--- config.mk ---
export PLATFORM = sky130hd
export DESIGN_NAME = imem_loader_flat
export DESIGN_NICKNAME = d
export VERILOG_FILES = /design/src/rtl/imem_loader_pkg.sv /design/src/rtl/imem_loader_if.sv /design/src/rtl/imem_byte_lane_sel.sv /design/src/rtl/imem_loader.sv /design/src/flat_wrapper.sv
export SDC_FILE = /design/constraint.sdc
export NUM_CORES = 1
export LEC_CHECK = 0
export ABC_AREA = 1
export BUFFER_PORTS_ARGS = -buffer_cell sky130_fd_sc_hd__buf_4
export CELL_PAD_IN_SITES_DETAIL_PLACEMENT = 0
export CELL_PAD_IN_SITES_GLOBAL_PLACEMENT = 1
export CORE_MARGIN = 2
export CORE_UTILIZATION = 30
export CTS_CLUSTER_SIZE = 20
export DETAILED_ROUTE_END_ITERATION = 7
export PLACE_DENSITY_LB_ADDON = 0.1
export SLEW_MARGIN = 15
export SYNTH_ARGS = -nofsm -noshare
export SYNTH_HDL_FRONTEND = slang
export SYNTH_SLANG_ARGS = --single-unit
--- constraint.sdc ---
create_clock -name clk -period 2.3 [get_ports clk]
set_input_delay 0.46 -clock clk [delete_from_list [all_inputs] [get_ports clk]]
set_output_delay 0.46 -clock clk [all_outputs]
set_load 0.01 [all_outputs]
--- src/rtl/imem_loader_pkg.sv ---
// Shared constants and FSM encoding for the instruction-memory loader and the
// byte-addressed instruction memory it fills.
package imem_loader_pkg;

   localparam int BYTE_W         = 8;
   localparam int INSTR_W        = 32;
   localparam int ROM_DEPTH      = 256;
   localparam int BYTES_PER_WORD = 4;
   localparam int CNT_W          = 7;

   typedef enum logic [2:0] {
      ST_IDLE   = 3'd0,
      ST_LOAD   = 3'd1,
      ST_WRITE  = 3'd2,
      ST_VERIFY = 3'd3,
      ST_DONE   = 3'd4
   } state_t;

endpackage

--- src/rtl/imem_loader_if.sv ---
// Request, instruction stream, byte-wide memory port and status of the loader.
// master = the loader itself, slave = host / memory side.
interface imem_loader_if #(
   parameter int BYTE_W  = imem_loader_pkg::BYTE_W,
   parameter int INSTR_W = imem_loader_pkg::INSTR_W,
   parameter int CNT_W   = imem_loader_pkg::CNT_W
);
   import imem_loader_pkg::*;

   logic               start;
   logic [31:0]        base_addr;
   logic [CNT_W-1:0]   word_count;
   logic               in_valid;
   logic [INSTR_W-1:0] in_data;
   logic               in_ready;
   logic               mem_we;
   logic [31:0]        mem_addr;
   logic [BYTE_W-1:0]  mem_wdata;
   logic [BYTE_W-1:0]  mem_rdata;
   logic               cpu_hold;
   logic               done;
   logic               err_range;
   logic               err_mismatch;

   modport master (
      input  start, base_addr, word_count, in_valid, in_data, mem_rdata,
      output in_ready, mem_we, mem_addr, mem_wdata, cpu_hold, done,
             err_range, err_mismatch
   );

   modport slave (
      output start, base_addr, word_count, in_valid, in_data, mem_rdata,
      input  in_ready, mem_we, mem_addr, mem_wdata, cpu_hold, done,
             err_range, err_mismatch
   );

endinterface

--- src/rtl/imem_byte_lane_sel.sv ---
// Little-endian word-to-byte selector: lane = word[BYTE_W*idx +: BYTE_W].
module imem_byte_lane_sel #(
   parameter int BYTE_W  = imem_loader_pkg::BYTE_W,
   parameter int INSTR_W = imem_loader_pkg::INSTR_W,
   parameter int IDX_W   = $clog2(imem_loader_pkg::BYTES_PER_WORD)
) (
   input  logic [INSTR_W-1:0] word,
   input  logic [IDX_W-1:0]   idx,
   output logic [BYTE_W-1:0]  lane
);
   import imem_loader_pkg::*;

   assign lane = word[int'(idx) * BYTE_W +: BYTE_W];

endmodule

--- src/rtl/imem_loader.sv ---
// Streams 32-bit instruction words into a byte-wide instruction RAM while holding the CPU off.
// Optional readback verification: define IMEM_LOAD_READBACK_EN.
module imem_loader #(
   parameter int BYTE_W    = imem_loader_pkg::BYTE_W,
   parameter int INSTR_W   = imem_loader_pkg::INSTR_W,
   parameter int ROM_DEPTH = imem_loader_pkg::ROM_DEPTH,
   parameter int CNT_W     = imem_loader_pkg::CNT_W
) (
   input logic           clk,
   input logic           rst_n,
   imem_loader_if.master bus
);
   import imem_loader_pkg::*;

   localparam int IDX_W = $clog2(BYTES_PER_WORD);

   state_t             state_q;
   logic [31:0]        addr_q;
   logic [IDX_W-1:0]   idx_q;
   logic [CNT_W-1:0]   remaining_q;
   logic [INSTR_W-1:0] word_q;
   logic               in_ready_q;
   logic               mem_we_q;
   logic [31:0]        mem_addr_q;
   logic [BYTE_W-1:0]  mem_wdata_q;
   logic               cpu_hold_q;
   logic               done_q;
   logic               err_range_q;

   logic [INSTR_W-1:0] wr_word;
   logic [IDX_W-1:0]   wr_idx;
   logic [BYTE_W-1:0]  wr_byte;
   logic               last_idx;

   // 33-bit end address so a base near 4 GiB cannot wrap back into range.
   function automatic logic range_bad(input logic [31:0] base, input logic [CNT_W-1:0] cnt);
      logic [32:0] end_addr;
      end_addr = {1'b0, base} + {{(33-CNT_W-2){1'b0}}, cnt, 2'b00};
      return (base[1:0] != 2'b00) || (end_addr > 33'(ROM_DEPTH));
   endfunction

   // Outputs are registered, so the write lane looks one byte ahead.
   always_comb begin
      wr_word  = (state_q == ST_LOAD) ? bus.in_data : word_q;
      wr_idx   = (state_q == ST_LOAD) ? '0 : idx_q + IDX_W'(1);
      last_idx = (idx_q == IDX_W'(BYTES_PER_WORD - 1));
   end

   imem_byte_lane_sel #(.BYTE_W(BYTE_W), .INSTR_W(INSTR_W), .IDX_W(IDX_W)) u_wr_lane (
      .word (wr_word),
      .idx  (wr_idx),
      .lane (wr_byte)
   );

`ifdef IMEM_LOAD_READBACK_EN
   logic [BYTE_W-1:0] vf_byte;
   logic              err_mismatch_q;

   imem_byte_lane_sel #(.BYTE_W(BYTE_W), .INSTR_W(INSTR_W), .IDX_W(IDX_W)) u_vf_lane (
      .word (word_q),
      .idx  (idx_q),
      .lane (vf_byte)
   );
`endif

   always_ff @(posedge clk) begin
      if (state_q == ST_LOAD && bus.in_valid && in_ready_q)
         word_q <= bus.in_data;
   end

   always_ff @(posedge clk or negedge rst_n) begin
      if (!rst_n) begin
         state_q     <= ST_IDLE;
         addr_q      <= '0;
         idx_q       <= '0;
         remaining_q <= '0;
         in_ready_q  <= 1'b0;
         mem_we_q    <= 1'b0;
         mem_addr_q  <= '0;
         mem_wdata_q <= '0;
         cpu_hold_q  <= 1'b0;
         done_q      <= 1'b0;
         err_range_q <= 1'b0;
`ifdef IMEM_LOAD_READBACK_EN
         err_mismatch_q <= 1'b0;
`endif
      end else begin
         done_q      <= 1'b0;
         err_range_q <= 1'b0;
         case (state_q)
            ST_IDLE: begin
               if (bus.start) begin
                  if (range_bad(bus.base_addr, bus.word_count)) begin
                     err_range_q <= 1'b1;
                  end else begin
`ifdef IMEM_LOAD_READBACK_EN
                     err_mismatch_q <= 1'b0;
`endif
                     addr_q      <= bus.base_addr;
                     remaining_q <= bus.word_count;
                     cpu_hold_q  <= 1'b1;
                     if (bus.word_count == '0) begin
                        state_q <= ST_DONE;
                     end else begin
                        state_q    <= ST_LOAD;
                        in_ready_q <= 1'b1;
                     end
                  end
               end
            end
            ST_LOAD: begin
               if (bus.in_valid && in_ready_q) begin
                  in_ready_q  <= 1'b0;
                  idx_q       <= '0;
                  mem_we_q    <= 1'b1;
                  mem_addr_q  <= addr_q;
                  mem_wdata_q <= wr_byte;
                  state_q     <= ST_WRITE;
               end
            end
            ST_WRITE: begin
               if (!last_idx) begin
                  idx_q       <= idx_q + IDX_W'(1);
                  mem_addr_q  <= mem_addr_q + 32'd1;
                  mem_wdata_q <= wr_byte;
               end else begin
                  mem_we_q    <= 1'b0;
                  idx_q       <= '0;
                  addr_q      <= addr_q + 32'(BYTES_PER_WORD);
                  remaining_q <= remaining_q - CNT_W'(1);
`ifdef IMEM_LOAD_READBACK_EN
                  mem_addr_q  <= addr_q;
                  state_q     <= ST_VERIFY;
`else
                  if (remaining_q != CNT_W'(1)) begin
                     state_q    <= ST_LOAD;
                     in_ready_q <= 1'b1;
                  end else begin
                     state_q <= ST_DONE;
                     done_q  <= 1'b1;
                  end
`endif
               end
            end
`ifdef IMEM_LOAD_READBACK_EN
            ST_VERIFY: begin
               // mem_rdata is combinational at mem_addr, so it lines up with idx_q.
               if (bus.mem_rdata != vf_byte)
                  err_mismatch_q <= 1'b1;
               if (!last_idx) begin
                  idx_q      <= idx_q + IDX_W'(1);
                  mem_addr_q <= mem_addr_q + 32'd1;
               end else begin
                  idx_q <= '0;
                  if (remaining_q != '0) begin
                     state_q    <= ST_LOAD;
                     in_ready_q <= 1'b1;
                  end else begin
                     state_q <= ST_DONE;
                     done_q  <= 1'b1;
                  end
               end
            end
`endif
            ST_DONE: begin
               // A zero-length request arrives here without done set and pulses one cycle later.
               if (done_q) begin
                  state_q    <= ST_IDLE;
                  cpu_hold_q <= 1'b0;
               end else begin
                  done_q <= 1'b1;
               end
            end
            default: state_q <= ST_IDLE;
         endcase
      end
   end

   assign bus.in_ready  = in_ready_q;
   assign bus.mem_we    = mem_we_q;
   assign bus.mem_addr  = mem_addr_q;
   assign bus.mem_wdata = mem_wdata_q;
   assign bus.cpu_hold  = cpu_hold_q;
   assign bus.done      = done_q;
   assign bus.err_range = err_range_q;
`ifdef IMEM_LOAD_READBACK_EN
   assign bus.err_mismatch = err_mismatch_q;
`else
   assign bus.err_mismatch = 1'b0;
`endif

endmodule

--- src/flat_wrapper.sv ---
// flat-port wrapper written by rule: the top's interface ports become plain ports
module imem_loader_flat import imem_loader_pkg::*;
#(
   parameter int BYTE_W    = imem_loader_pkg::BYTE_W,
   parameter int INSTR_W   = imem_loader_pkg::INSTR_W,
   parameter int ROM_DEPTH = imem_loader_pkg::ROM_DEPTH,
   parameter int CNT_W     = imem_loader_pkg::CNT_W
)
  (clk, rst_n, bus_start, bus_base_addr, bus_word_count, bus_in_valid, bus_in_data, bus_mem_rdata, bus_in_ready, bus_mem_we, bus_mem_addr, bus_mem_wdata, bus_cpu_hold, bus_done, bus_err_range, bus_err_mismatch);
  imem_loader_if #(.BYTE_W(BYTE_W), .INSTR_W(INSTR_W), .CNT_W(CNT_W)) bus_i ();
  input logic clk;
  input logic rst_n;
  input wire logic [$bits(bus_i.start)-1:0] bus_start;
  input wire logic [$bits(bus_i.base_addr)-1:0] bus_base_addr;
  input wire logic [$bits(bus_i.word_count)-1:0] bus_word_count;
  input wire logic [$bits(bus_i.in_valid)-1:0] bus_in_valid;
  input wire logic [$bits(bus_i.in_data)-1:0] bus_in_data;
  input wire logic [$bits(bus_i.mem_rdata)-1:0] bus_mem_rdata;
  output wire logic [$bits(bus_i.in_ready)-1:0] bus_in_ready;
  output wire logic [$bits(bus_i.mem_we)-1:0] bus_mem_we;
  output wire logic [$bits(bus_i.mem_addr)-1:0] bus_mem_addr;
  output wire logic [$bits(bus_i.mem_wdata)-1:0] bus_mem_wdata;
  output wire logic [$bits(bus_i.cpu_hold)-1:0] bus_cpu_hold;
  output wire logic [$bits(bus_i.done)-1:0] bus_done;
  output wire logic [$bits(bus_i.err_range)-1:0] bus_err_range;
  output wire logic [$bits(bus_i.err_mismatch)-1:0] bus_err_mismatch;
  assign bus_i.start = bus_start;
  assign bus_i.base_addr = bus_base_addr;
  assign bus_i.word_count = bus_word_count;
  assign bus_i.in_valid = bus_in_valid;
  assign bus_i.in_data = bus_in_data;
  assign bus_i.mem_rdata = bus_mem_rdata;
  assign bus_in_ready = bus_i.in_ready;
  assign bus_mem_we = bus_i.mem_we;
  assign bus_mem_addr = bus_i.mem_addr;
  assign bus_mem_wdata = bus_i.mem_wdata;
  assign bus_cpu_hold = bus_i.cpu_hold;
  assign bus_done = bus_i.done;
  assign bus_err_range = bus_i.err_range;
  assign bus_err_mismatch = bus_i.err_mismatch;
  imem_loader #(.BYTE_W(BYTE_W), .INSTR_W(INSTR_W), .ROM_DEPTH(ROM_DEPTH), .CNT_W(CNT_W)) u_core (.clk(clk), .rst_n(rst_n), .bus(bus_i));
endmodule
==> results of run 1 <==
## state kept, by name, indices dropped and copies added (netlist names)
name / flops
u_core.bus.err_range: 1
u_core.bus.mem_we: 1
u_core.word_q: 32
u_core.idx_q: 2
u_core.remaining_q: 7
u_core.bus.mem_wdata: 8
u_core.bus.mem_addr: 32
u_core.addr_q: 32
u_core.state_q: 3
u_core.bus.done: 1
u_core.bus.in_ready: 1
u_core.bus.cpu_hold: 1
## layer usage
metal | vias up | track usage
met1 | 3789 | 0.275
met3 | 15 | 0.0317
li1 | 4198 | -
met5 | - | 0
met4 | 0 | 0.0323
met2 | 139 | 0.324
## worst max-delay path, stage by stage
cell	delay, ns
buf_8	0.10
ha_4	0.15
fa_2	0.41
nor2_2	0.12
nand2_1	0.05
nor2_1	0.11
nand3_1	0.09
nor2_2	0.14
nand2_1	0.06
nand2_1	0.07
nand2_1	0.06
nor2_2	0.13
nand3_2	0.10
inv_2	0.08
nand3_4	0.09
nand2_4	0.10
nand3_4	0.10
buf_6	0.16
clkbuf_16	0.17
nand2_2	0.07
o21ai_2	0.04
## placed cells by master (no fill, tap or decap), types with 8 or more instances in the layout
| master | instances |
|---|---|
| nand2_2 | 20 |
| edfxtp_1 | 32 |
| clkbuf_16 | 19 |
| nand2_1 | 257 |
| o21ai_1 | 14 |
| xor2_1 | 46 |
| nor3_1 | 25 |
| a221oi_1 | 8 |
| inv_1 | 129 |
| o21ai_2 | 31 |
| nor4_1 | 9 |
| o21ai_0 | 53 |
| nand4_1 | 17 |
| o31ai_1 | 9 |
| mux2i_1 | 25 |
| nand3_1 | 78 |
| dfrtp_1 | 89 |
| nor2_2 | 17 |
| nand2_4 | 20 |
| a21oi_1 | 38 |
| nor2_1 | 82 |
| buf_6 | 8 |
| buf_4 | 248 |
## cells in the mapped netlist, drive strengths merged, types with 17 or more instances
cell type  count  area (um2)
inv          134         503
o21ai         98         603
nand4         17         106
nor3          35         190
a21oi         39         195
dfrtp         89        2230
mux2i         25         250
xor2          46         403
nor2         102         405
nand2        297        1130
clkbuf        26        97.6
nand3         87         445
edfxtp        32         961
## cell families after synthesis
kind of cell | share of synthesized area
AO/OA/AOI/OAI | 0.129
XOR/XNOR | 0.0510
adder cells (fa/ha/maj) | 0.0206
buffers and inverters | 0.0844
flip-flops | 0.387
multiplexers | 0.0304
other | 0.000455
AND/OR/NAND/NOR | 0.297
## timing repair
action                                  4_1_cts  5_1_grt
cloned                                        5        2
pin swaps                                     0       32
setup buffers                                 4       11
resized for setup                            61       64
endpoints found under the setup margin       47       56
endpoints found under the hold margin        23        0
hold buffers                                  1        0
## area by class of cell
| class | instances | area (um2) | area share |
|---|---|---|---|
| Clock buffer | 17 | 425 | 0.0361 |
| Clock inverter | 15 | 168 | 0.0142 |
| Inverter | 134 | 505 | 0.0429 |
| Multi-Input combinational cell | 822 | 4780 | 0.405 |
| Sequential cell | 121 | 3190 | 0.270 |
| Tap cell | 341 | 427 | 0.0362 |
| Timing Repair Buffer | 272 | 2290 | 0.195 |
## where the power goes
group | total [mW] | leakage, nW | switching [mW] | internal, mW
registers | 2.41 | 1.45 | 0.103 | 2.30
logic | 1.06 | 3.81 | 0.556 | 0.509
clock network | 2.78 | 0.289 | 1.22 | 1.55
total | 6.25 | 5.55 | 1.88 | 4.37
## worst paths after layout
kind / startpoint / end / slack, ns / cells past startpoint
min reg2reg: u_core.addr_q[1] / u_core.addr_q[1] / 0.47 / 2
max reg2reg: u_core.addr_q[3] / u_core.addr_q[30] / 0.01 / 13
max in group asynchronous: rst_n / u_core.addr_q[8] / 1.14 / 3
min: bus_in_data[9] / u_core.word_q[9] / 0.20 / 1
max: bus_word_count[0] / u_core.addr_q[4] / -0.25 / 21
min in group asynchronous: rst_n / u_core.bus.mem_addr[25] / 0.49 / 2
## stage by stage
step / cells / utilization / hold slack, ns
after global placement: 1667 / 0.387 / 0.417
after floorplan: 1113 / - / 0.164
after CTS: 1709 / 0.424 / 0.181
after detailed placement: 1667 / 0.387 / 0.416
after global routing: 1722 / 0.437 / 0.171
final: 1722 / 0.437 / 0.200
==> impl_metrics.json, run 1 <==
{
  "htreeDepth": 4,
  "async_reset_ff_frac": 0.736,
  "worst-endpoint-required_ns": 2.61,
  "wl_met3_um": 871,
  "violations": "setup timing",
  "ant_nets": 0,
  "ys_seq_elements": 121,
  "core_area_mm2": 0.0270,
  "crit_type": "primary input to flop",
  "pwr_density_cell_mw_per_mm2": 530,
  "antenna_found_initial": 0,
  "critPathArrivalTime_ns": 2.86,
  "grt_max_degree": 67,
  "grt_pass1_vias": 8099,
  "peakVddDrop_v": 0.000366,
  "worstSetupEndpointType": "flop",
  "synth_warnings": 0,
  "clkTransAtPathRegs_ns": 0.07,
  "synth_cell_types": 45,
  "grt-ovfl-total": 0,
  "slew_headroom": 0.645,
  "highest_layer": "met4",
  "worst_slack_ns": -0.247,
  "clock-root-buffer": "clkbuf_16",
  "avgSynthCellArea_um2": 7.40,
  "finalPower_mw": 6.25,
  "clk_path_buf_depth": 2,
  "cts_tree": "done",
  "rsz0062_at_grt": "yes",
  "numClockSinks": 121,
  "status": "finished with violations",
  "yosysSeqAreaShare": 0.387,
  "dp_slack_ns": -0.739,
  "crit_fanout": 7,
  "route.met2.wl_um": 13500,
  "n_antenna_cell": 0,
  "worst_pin_slew_ns": 0.533,
  "drt-total-wl_um": 28100,
  "drtIter0Drc": 507,
  "cp-start-kind": "primary input",
  "postSynthCellCount": 1113,
  "gp_congestion": 0.814,
  "die_h_um": 170,
  "report.final.slew_viol_count": 0,
  "period_minus_slack_ns": 2.55,
  "skew_ns": 0.0118,
  "hold_violations": 0,
  "setup_tns_ns": -8.58,
  "cts_made_buffers": 17,
  "synthesis.nets": 1209,
  "netlist_area_mm2": 0.00824,
  "dieArea_mm2": 0.0288,
  "routedLengthMet1_um": 13500,
  "initial_core_util": 0.306,
  "nNetsFinal": 1464,
  "drive_gt1_frac": 0.314,
  "dp_hpwl_um": 20700,
  "p_leak_nw": 5.55,
  "fin_crit_sh": 1.11,
  "vias": 8141,
  "via_per_inst": 4.73,
  "rows": 60,
  "setup_viol": 43,
  "synthFlopType": "dfrtp_1",
  "clk_latency_ns": 0.43,
  "drc_errors": 0,
  "areaGrowthSynthToFinish_pct": 43.0,
  "hold_path.class": "primary input to flop",
  "die_w_um": 170,
  "synth-edff-count": 32,
  "dpl-instance-area_mm2": 0.0104,
  "max_clock_freq_ghz": 0.393,
  "timing.max_cap.violations": 0,
  "final_area_mm2": 0.0118,
  "firstDrtPassIters": 5,
  "numPortBuffers": 119,
  "gr-usage-all-layers": 0.197,
  "ioPinCount": 129,
  "wire_per_inst_um": 16.3,
  "fill_cells": 2772,
  "grt_pass1_wl_um": 44100
}
(Power assumes the default switching activity.)
==> inputs of run 2 (changes only) <==
CORE_ASPECT_RATIO = 0.75   (was unset)
MAX_ROUTING_LAYER = met4   (was unset)
SLEW_MARGIN = 30   (was 15)
==> run 2 against run 1 <==
Against the previous run:
- the run still ends with setup timing left
- first-iteration DRC count shrank 14%
- non-clock buffer count grew 8
- clock skew shrank 0.0041 ns
- count of clock-buffer cells in the layout grew 1
- routed wire length grew 0.67%
- combinational power is essentially flat
- largest cell class unchanged
==> impl_metrics.json, run 2 (same netlist as run 1, synthesis figures left out) <==
{
  "drive_gt1_frac": 0.312,
  "power.internal_mw": 4.67,
  "drc_errors": 0,
  "clkTransAtPathRegs_ns": 0.06,
  "clock-root-buffer": "clkbuf_16",
  "cp.depth": 21,
  "p_leak_nw": 5.61,
  "period_minus_slack_ns": 2.60,
  "rsz0062_at_grt": "yes",
  "critical_path.n_buffers_inverters": 5,
  "grt_pass1_vias": 8097,
  "gp_congestion": 0.832,
  "ff2ff_setup_slack_ns": -0.05,
  "reg2reg_to": "u_core.addr_q[30]",
  "setup.worst_path.end": "u_core.remaining_q[5]",
  "skew_ns": 0.00774,
  "htreeDepth": 4,
  "initial_core_util": 0.305,
  "numPortBuffers": 119,
  "hold_violations": 0,
  "grt_max_degree": 60,
  "worst_pin_slew_ns": 0.522,
  "final_common_cell": "nand2_1",
  "violations": "setup timing",
  "crit_top_cell": "nand2_1",
  "crit_fanout": 6,
  "ant_nets": 0,
  "die_w_um": 195,
  "nNetsFinal": 1472,
  "p_seq_frac": 0.374,
  "n_antenna_cell": 0,
  "dp_hpwl_um": 21300,
  "firstDrtPassIters": 4,
  "hold_path_depth": 1,
  "ioPinCount": 129,
  "worst_slack_ns": -0.300,
  "pwr_density_cell_mw_per_mm2": 545,
  "grt-ovfl-total": 0,
  "final_cell_mix": "nand2_1, buf_4, inv_1",
  "worst-endpoint-required_ns": 2.62,
  "vias": 8238,
  "cts_made_buffers": 17,
  "p_sw_mw": 1.78,
  "via_per_inst": 4.73,
  "clk_latency_ns": 0.43,
  "areaGrowthSynthToFinish_pct": 43.5,
  "timing.max_cap.violations": 0,
  "multi_input_area_mm2": 0.00472,
  "slew_headroom": 0.651,
  "path_cells": "buf_6 > ha_4 > fa_2 > buf_4 > nand2_1 > nand3_2 > buf_4 > nand2_1 > nand3_1 > nand2_1 > nand2_1 > nor2_1 > nand2_1 > nor2_4 > nand3_2 > nand2_2 > nand3_4 > buf_6 > buf_12 > nand2_2 > o21ai_2",
  "antenna_found_initial": 0,
  "die_h_um": 148,
  "cp-start-kind": "primary input",
  "setup_viol": 42,
  "cts_tree": "done",
  "worstRegToRegCells": 13,
  "cp_slowest_cell": "fa_2",
  "dieArea_mm2": 0.0288,
  "path_delay_family": "simple AND/OR/NAND/NOR gates",
  "peakVddDrop_v": 0.000461,
  "instances_no_fill": 1740,
  "dpl-instance-area_mm2": 0.0106,
  "gr-usage-all-layers": 0.205,
  "cpPeakStageDelay_ns": 0.38,
  "pwr-share-comb": 0.160,
  "report.final.slew_viol_count": 0,
  "worstSetupEndpointType": "flop",
  "crit_type": "primary input to flop",
  "regArea_mm2": 0.00319,
  "fill_cells": 2796,
  "drtIter0Drc": 437,
  "status": "finished with violations",
  "max_clock_freq_ghz": 0.385,
  "hold_path.class": "primary input to flop",
  "rows": 52,
  "grt_pass1_wl_um": 44700,
  "core_area_mm2": 0.0270,
  "fin_crit_sh": 1.13,
  "p_clk_frac": 0.466,
  "place_inst": 1693,
  "power_switching_share": 0.276,
  "wire_per_inst_um": 16.3,
  "drt-total-wl_um": 28300,
  "numClockSinks": 121,
  "critPathArrivalTime_ns": 2.92,
  "final_area_mm2": 0.0118,
  "rr_startpoint": "u_core.addr_q[2]",
  "startpoint": "bus_word_count[0]",
  "dp_slack_ns": -0.781,
  "clk_path_buf_depth": 2
}
==> run 2: timing repair <==
item / 4_1_cts / 5_1_grt
gates resized for setup: 35 / 66
setup buffers: 3 / 9
setup endpoints to repair: 47 / 54
pin swaps: 2 / 35
gates cloned: 3 / 1
endpoints found under the hold margin: 11 / 0
hold buffers: 1 / 0
==> run 2: area by class of cell <==
class / count / area share
sequential: 121 / 0.270
clock buffer: 18 / 0.0371
clock inverter: 14 / 0.0176
multi-input combinational: 822 / 0.399
timing repair buffer: 280 / 0.197
tap: 351 / 0.0371
inverter: 134 / 0.0425
==> run 2: through the flow <==
step | utilization | power [mW] | hold slack [ns] | TNS, ns
after floorplan | - | 2.92 | 0.164 | -4.55
after global placement | 0.392 | 3.39 | 0.328 | -30.26
after detailed placement | 0.392 | 3.40 | 0.323 | -32.37
after CTS | 0.426 | 6.45 | 0.179 | -8.96
after global routing | 0.438 | 6.74 | 0.181 | -15.78
final | 0.438 | 6.45 | 0.198 | -9.46
==> run 2: how the worst min path moves through the flow <==
stage	start	end	slack (ns)
6_report	bus_in_data[10]	u_core.word_q[10]	0.20
5_1_grt	bus_in_data[21]	u_core.word_q[21]	0.18
4_1_cts	bus_in_data[18]	u_core.word_q[18]	0.18
3_5_place_dp	rst_n	u_core.bus.mem_addr[28]	0.32
3_3_place_gp	rst_n	u_core.bus.mem_addr[28]	0.33
2_1_floorplan	rst_n	u_core.addr_q[0]	0.16
==> run 2: worst reg2reg max path: stages (launching register included) <==
cell     delay [ns]
dfrtp_1        0.36
ha_1           0.18
nand2_1        0.10
nor3_2         0.20
nand3_1        0.22
nor2_1         0.19
nand3_1        0.13
nor2_1         0.22
nand3_1        0.18
nor2_1         0.13
nand2_1        0.06
nand3_1        0.09
o21a_1         0.14
o21ai_2        0.06
==> run 2: power groups by stage <==
stage          sequential (mW)  clock [mW]  combinational, mW
3_5_place_dp              2.44           0              0.956
4_1_cts                   2.41        3.05              0.987
2_1_floorplan             2.43           0              0.488
5_1_grt                   2.43        3.16               1.16
6_report                  2.41        3.00               1.03
3_3_place_gp              2.44           0              0.949
==> run 2: per-layer routing <==
| layer | up-vias | wire, um | global-route usage | part of all wire |
|---|---|---|---|---|
| met5 | - | 0 | - | 0 |
| met4 | 0 | 150 | 0.0363 | 0.0053 |
| met3 | 12 | 1140 | 0.0345 | 0.040 |
| met2 | 153 | 12100 | 0.295 | 0.43 |
| met1 | 3856 | 14900 | 0.303 | 0.53 |
| li1 | 4217 | - | - | - |
